--- src/rtl/cu_mod0_1.sv ---
// Control unit for the second radix-2 SDF butterfly stage of the mod0 FFT pipeline.
// Sequences fill/run/drain of the HALF_LEN delay line and tags each output with its twiddle.
module cu_mod0_1 #(
    parameter int FRAME_LEN = 64,
    parameter int HALF_LEN  = 8
) (
    input  logic                        clk,
    input  logic                        rstn,
    input  logic                        alert_mod01,
    input  logic                        valid_fac8_0,
    output logic                        bf_en,
    output logic                        valid_fac8_1,
    output logic                        fac_en,
    output logic [$clog2(HALF_LEN)-1:0] tw_idx,
    output logic                        alert_mod02,
    output logic                        busy,
    output logic                        err_ovr
);

    localparam int IW = $clog2(FRAME_LEN);
    localparam int HW = $clog2(HALF_LEN);
    localparam logic [IW-1:0] FILL_LAST = IW'(HALF_LEN - 1);
    localparam logic [IW-1:0] RUN_LAST  = IW'(FRAME_LEN - 1);
    localparam logic [HW-1:0] DR_LAST   = HW'(HALF_LEN - 1);

    typedef enum logic [1:0] {IDLE, FILL, RUN, DRAIN} state_t;

    state_t        state, state_n;
    logic [IW-1:0] in_cnt;
    logic [IW-1:0] out_cnt;
    logic [HW-1:0] dr_cnt;
    logic          accept;
    logic          emit;
    logic          err_hit;

    logic          vld_p1;
    logic          fac_p1;
    logic [HW-1:0] tw_p1;
    logic          first_p1;
    logic          busy_p1;
    logic          err_p1;

    always_comb begin
        accept  = valid_fac8_0 &&
                  ((state == FILL) || (state == RUN) || ((state == IDLE) && alert_mod01));
        emit    = ((state == RUN) && accept) || (state == DRAIN);
        err_hit = (alert_mod01 && (state != IDLE)) ||
                  (valid_fac8_0 && (state == DRAIN)) ||
                  (valid_fac8_0 && (state == IDLE) && !alert_mod01);

        state_n = state;
        case (state)
            IDLE:    if (alert_mod01) state_n = FILL;
            FILL:    if (accept && (in_cnt == FILL_LAST)) state_n = RUN;
            RUN:     if (accept && (in_cnt == RUN_LAST)) state_n = DRAIN;
            DRAIN:   if (dr_cnt == DR_LAST) state_n = IDLE;
            default: state_n = IDLE;
        endcase
    end

    // Second half of each span pairs with the delayed first half
    assign bf_en = (state == RUN) && in_cnt[HW];

    // Stage p0 -> p1: counters, FSM and registered output tags
    always_ff @(posedge clk or posedge rstn) begin
        if (rstn) begin
            state    <= IDLE;
            in_cnt   <= '0;
            out_cnt  <= '0;
            dr_cnt   <= '0;
            vld_p1   <= 1'b0;
            fac_p1   <= 1'b0;
            tw_p1    <= '0;
            first_p1 <= 1'b0;
            busy_p1  <= 1'b0;
            err_p1   <= 1'b0;
        end else begin
            state <= state_n;
            // Held through the final drain cycle so it covers the last output
            busy_p1 <= (state_n != IDLE) || (state == DRAIN);

            if (accept) in_cnt <= in_cnt + IW'(1);

            if ((state == IDLE) && alert_mod01) out_cnt <= '0;
            else if (emit)                      out_cnt <= out_cnt + IW'(1);

            if (state == DRAIN) dr_cnt <= dr_cnt + HW'(1);

            vld_p1   <= emit;
            fac_p1   <= emit && out_cnt[HW];
            tw_p1    <= emit ? out_cnt[HW-1:0] : '0;
            first_p1 <= emit && (out_cnt == '0);

            if (err_hit) err_p1 <= 1'b1;
        end
    end

    assign valid_fac8_1 = vld_p1;
    assign fac_en       = fac_p1;
    assign tw_idx       = tw_p1;
    assign alert_mod02  = first_p1;
    assign busy         = busy_p1;
    assign err_ovr      = err_p1;

endmodule

--- config.mk ---
export PLATFORM = sky130hd
export DESIGN_NAME = cu_mod0_1
export DESIGN_NICKNAME = d
export VERILOG_FILES = /design/src/rtl/cu_mod0_1.sv
export SDC_FILE = /design/constraint.sdc
export NUM_CORES = 1
export LEC_CHECK = 0
export ABC_AREA = 0
export CAP_MARGIN = 15
export CORE_UTILIZATION = 58
export DETAILED_ROUTE_END_ITERATION = 8
export PLACE_DENSITY = 0.93
export RECOVER_POWER = 25
export REMOVE_ABC_BUFFERS = 1
export SKIP_CTS_REPAIR_TIMING = 1
export SLEW_MARGIN = 20
export SYNTH_ARGS = -nofsm -noshare
export SYNTH_HDL_FRONTEND = slang
export SYNTH_SLANG_ARGS = --single-unit
--- constraint.sdc ---
create_clock -name clk -period 3.7 [get_ports clk]
set_clock_uncertainty 0.15 [all_clocks]
set_input_delay 0.555 -clock clk [delete_from_list [all_inputs] [get_ports clk]]
set_output_delay 0.555 -clock clk [all_outputs]
set_load 0.005 [all_outputs]
; Yosys cells after proc, flatten, opt, wreduce, memory -nomap -nowiden
; Index checks and enable logic that the tools add are counted.
[classes]
addsub = 3
multipliers = 0
div_mod_pow = 0
n_lt_le_gt_ge = 0
n_eq_ne = 6
shift = 0
mux = 8
n_bitwise = 0
n_reduce_logical = 24
[op_table]
columns = op, count
row1 = 6-bit by 1-bit adder with 6-bit output (second input constant), 2
row2 = 1-bit logical AND, 12
row3 = 6-bit 2-to-1 mux, 2
row4 = 2-bit 2-to-1 mux, 4
row5 = 2-bit case mux with 4 select lines, 1
row6 = 6-bit by 3-bit == test with 1-bit output (second input constant), 1
row7 = 6-bit == test (second input constant), 1
row8 = 6-bit zero test, 1
row9 = 1-bit logical OR, 6
row10 = 2-bit nonzero test, 3
row11 = 2-bit == test (second input constant), 2
row12 = 3-bit by 1-bit adder with 3-bit output (second input constant), 1
row13 = 3-bit == test (second input constant), 1
row14 = 3-bit 2-to-1 mux, 1
row15 = 2-bit by 1-bit == test with 1-bit output (second input constant), 1
row16 = 2-bit zero test, 1
row17 = 1-bit zero test, 1
[word_totals]
regBits = 25
latchBits = 0
ram_bits = 0
mem_bits_ro = 0
out_inout_bits = 9
mem_count = 0

; Logic depth before layout (Yosys ltp)
[depth]
word_depth = 9
depth_mapped = 7
ltp_nobuf = 6

; Worst setup path before layout
; Ideal clock, no wire load.
[synth_path]
path_type = register to register
start = reg state[0]
end = reg busy_p1 (netlist: busy)
setup_time_ns = 0.131
arrival_time_ns = 1.570
setup_slack_ns = 1.849
stages_incl_launch_ff = 7
path_buffers = 0
cell_sequence = dfrtp_1 inv_1 ha_1 a21oi_2 nor2_1 a221o_1 or3_1
[synth_via]
elab_chain_len = 9
elab_cells_between_ends = 17
classes_between = eq/ne (3) / mux (5) / reduce/logical (9)
[synth_rtl]
columns = element, line_no
row1 = "start, declared", 28  ; state_t state, state_n;
row2 = "start signal, assigned", 78  ; state <= state_n;
row3 = "2-bit by 1-bit == test with 1-bit output, or another cell as far along", "45, 52"
row4 = 1-bit logical OR / 1-bit logical AND (equally long branches), 45  ; ((state == FILL) || (state == RUN) || ((state == IDLE) && alert_mod01));
row5 = 1-bit logical OR, 45
row6 = 1-bit logical AND, 44  ; accept = valid_fac8_0 &&
row7 = 1-bit logical AND (on tied branches), "55, 54"
row8 = 2-bit 2-to-1 mux (on tied branches), "55, 54"
row9 = 2-bit case mux with 4 select lines, 52  ; case (state)
row10 = 2-bit nonzero test, 80  ; busy_p1 <= (state_n != IDLE) || (state == DRAIN);
row11 = 1-bit logical OR *, 80
row12 = "end signal, assigned", 80
row13 = "end, declared", 40  ; logic busy_p1;
; Every way passes the cells marked *; elsewhere a longest branch is shown, timed or not.
; A chain may end at the register's enable or synchronous reset.

; Final worst setup path
[layout_path]
start = reg state[0]
end = out bf_en
[layout_via]
elab_chain_len = 2
[layout_rtl]
columns = element, line_no
row1 = 2-bit == test, 62  ; assign bf_en = (state == RUN) && in_cnt[HW];
row2 = 1-bit logical AND, 62
row3 = "end, declared", 11  ; output logic bf_en,
; Every way passes these cells.

==> results_dict.tcl <==
set metrics [dict create \
    status "finished clean" \
    cp_max_fo 6 \
    tns_ps 0 \
    path_clk_slew_ps 130 \
    initial_utilization_pct 62.2 \
    syn_area_um2 1220 \
    fmaxAchievable_ghz 0.391 \
    async_flop_share_pct 100 \
    grt_pass1_vias 833 \
    tightestPinTransition_ps 929 \
    synth_enable_flop_cells 0 \
    cp.required_ps 2990 \
    die_y_um 47.9 \
    wl_per_cell_um 14.5 \
    num_antenna_cells 0 \
    rows 16 \
    core_um2 1960 \
    grt_pass1_wl_um 3480 \
    layout_common_cells "dfrtp_1, clkdlybuf4s50_1, ha_1, inv_1, nor2_1" \
    crit_buf_inv 2 \
    tritoncts "built" \
    clkLatencyLatePin_ps 310 \
    max_stage_delay_ps 500 \
    via_count 847 \
    syn2layout_area_growth_pct 13.7 \
    drive_above_1_share_pct 5.60 \
    leakagePower_nw 0.621 \
    dieArea_um2 2290 \
    synth_flop_cell "dfrtp_1" \
    layout.cells.most_common "dfrtp_1" \
    grt_max_degree 26 \
    groute.usage.overall_pct 22.6 \
    period_share_pct 69.2 \
    cp.arrival_ps 1850 \
    worst_path_max_delay_cell "clkdlybuf4s50_1" \
    boundaryPins 13 \
    cts_buffers 3 \
    yosys_warnings 0 \
    cts_root_buf "clkbuf_4" \
    port_buffers 12 \
    drt-total-wl_um 2210 \
    rsz0062_at_grt "no" \
    ant_nets 0 \
    cp-end-kind "output port" \
    synth.distinct_cells 30 \
    syn_avg_cell_area_um2 10.9 \
    viasPerCell 5.57 \
    hold_class "reg2reg" \
    slew_violations 0 \
    syn_inst 112 \
    power_per_cell_area_nw_per_um2 758 \
    fp.dieW_um 47.9 \
    crit_path_cell_trace "inv_1, ha_1, and2_1, clkdlybuf4s50_1" \
    crit_type "reg2out" \
    slew_headroom_pct 38.0 \
    antenna_found_initial 0 \
    clockBufferDepth 2 \
    setup_viol 0 \
    dp_hpwl_um 1640 \
    gp_congestion 0.825 \
    cap_violations 0 \
    crit_family "buffers and inverters" \
    clock-sinks 25 \
    ir_worst_vdd_mv 0.457 \
    crit_path_start_kind "flip-flop" \
    first_pass_iters 3 \
    drc 0 \
    grt_overflow 0 \
    ys_ff_latch 25 \
    htree_levels 1 \
    finalNetCount 140 \
    utilization_pct 70.7 \
    drt-initial-drc-count 12 \
    timing.final.hold_violations 0 \
    fin_crit_ps 2560 \
    total_power_mw 1.05 \
    seq_area_frac_synth_pct 51.3 \
]
where the power goes:
group	switching, mW	internal, mW
clock network	0.0772	0.0421
registers	0.0790	0.372
logic	0.250	0.231
total	0.406	0.645
sequential cells by signal, indices dropped and copies added, names as in the netlist, 2 cells and up:
signal and flops:
out_cnt 6, tw_idx 3, in_cnt 6, dr_cnt 3, state 2
synth_stat cells, drive strengths merged, types with 3 or more instances:
library cell	number	area [um2]
xor2	3	26.3
mux2	3	33.8
nor2	8	30.0
xnor2	4	35.0
ha	10	125
nand2	5	18.8
and2	3	18.8
nor2b	4	25.0
or3	5	31.3
o21ai	5	25.0
nand3	4	20.0
a21oi	5	28.8
dfrtp	25	626
inv	8	30.0
a221o	3	30.0
per-layer routing:
metal  vias to the layer above  track usage [%]  routed length (um)
met5                         -                0                   0
met4                         0             10.0                  20
met3                         4             3.40                  40
met2                        11             40.3                1170
met1                       419             26.6                 980
li1                        413                -                   -
path summary, 6_finish.rpt:
| check | startpoint | end | slack, ps | cells past startpoint |
|---|---|---|---|---|
| min reg2reg | out_cnt[5] | alert_mod02 | 330 | 1 |
| min | out_cnt[5] | alert_mod02 | 330 | 1 |
| max reg2reg | state[0] | out_cnt[3] | 1570 | 6 |
| max in group asynchronous | rstn | alert_mod02 | 2120 | 2 |
| min in group asynchronous | rstn | in_cnt[1] | 720 | 2 |
| max | state[0] | bf_en | 1140 | 4 |
cells by family (layout without fill, tap and decap cells):
kind of cell,after synthesis,in the layout,share of synthesized area [%]
simple gates,36,36,15.7
flops,25,25,51.3
compound gates,19,19,10.7
buf+inv,11,24,3.49
fa+ha+maj,10,10,10.3
xor+xnor,7,7,5.03
mux,4,4,3.59
per-stage QoR:
stage	cells	hold WS (ps)	area, um2	setup WS [ps]
after CTS	152	320	1390	1140
after global placement	148	297	1360	1340
after global routing	152	340	1390	1060
final	152	327	1390	1140
after detailed placement	148	289	1360	1230
after floorplan	109	266	1210	1850
layout make-up:
type	count	area (um2)
sequential	25	626
fill	165	574
multi-input combinational	76	552
timing repair buffer	12	120
tap	27	33.8
inverter	8	30.0
clock buffer	4	26.3
(Power assumes the default switching activity.)
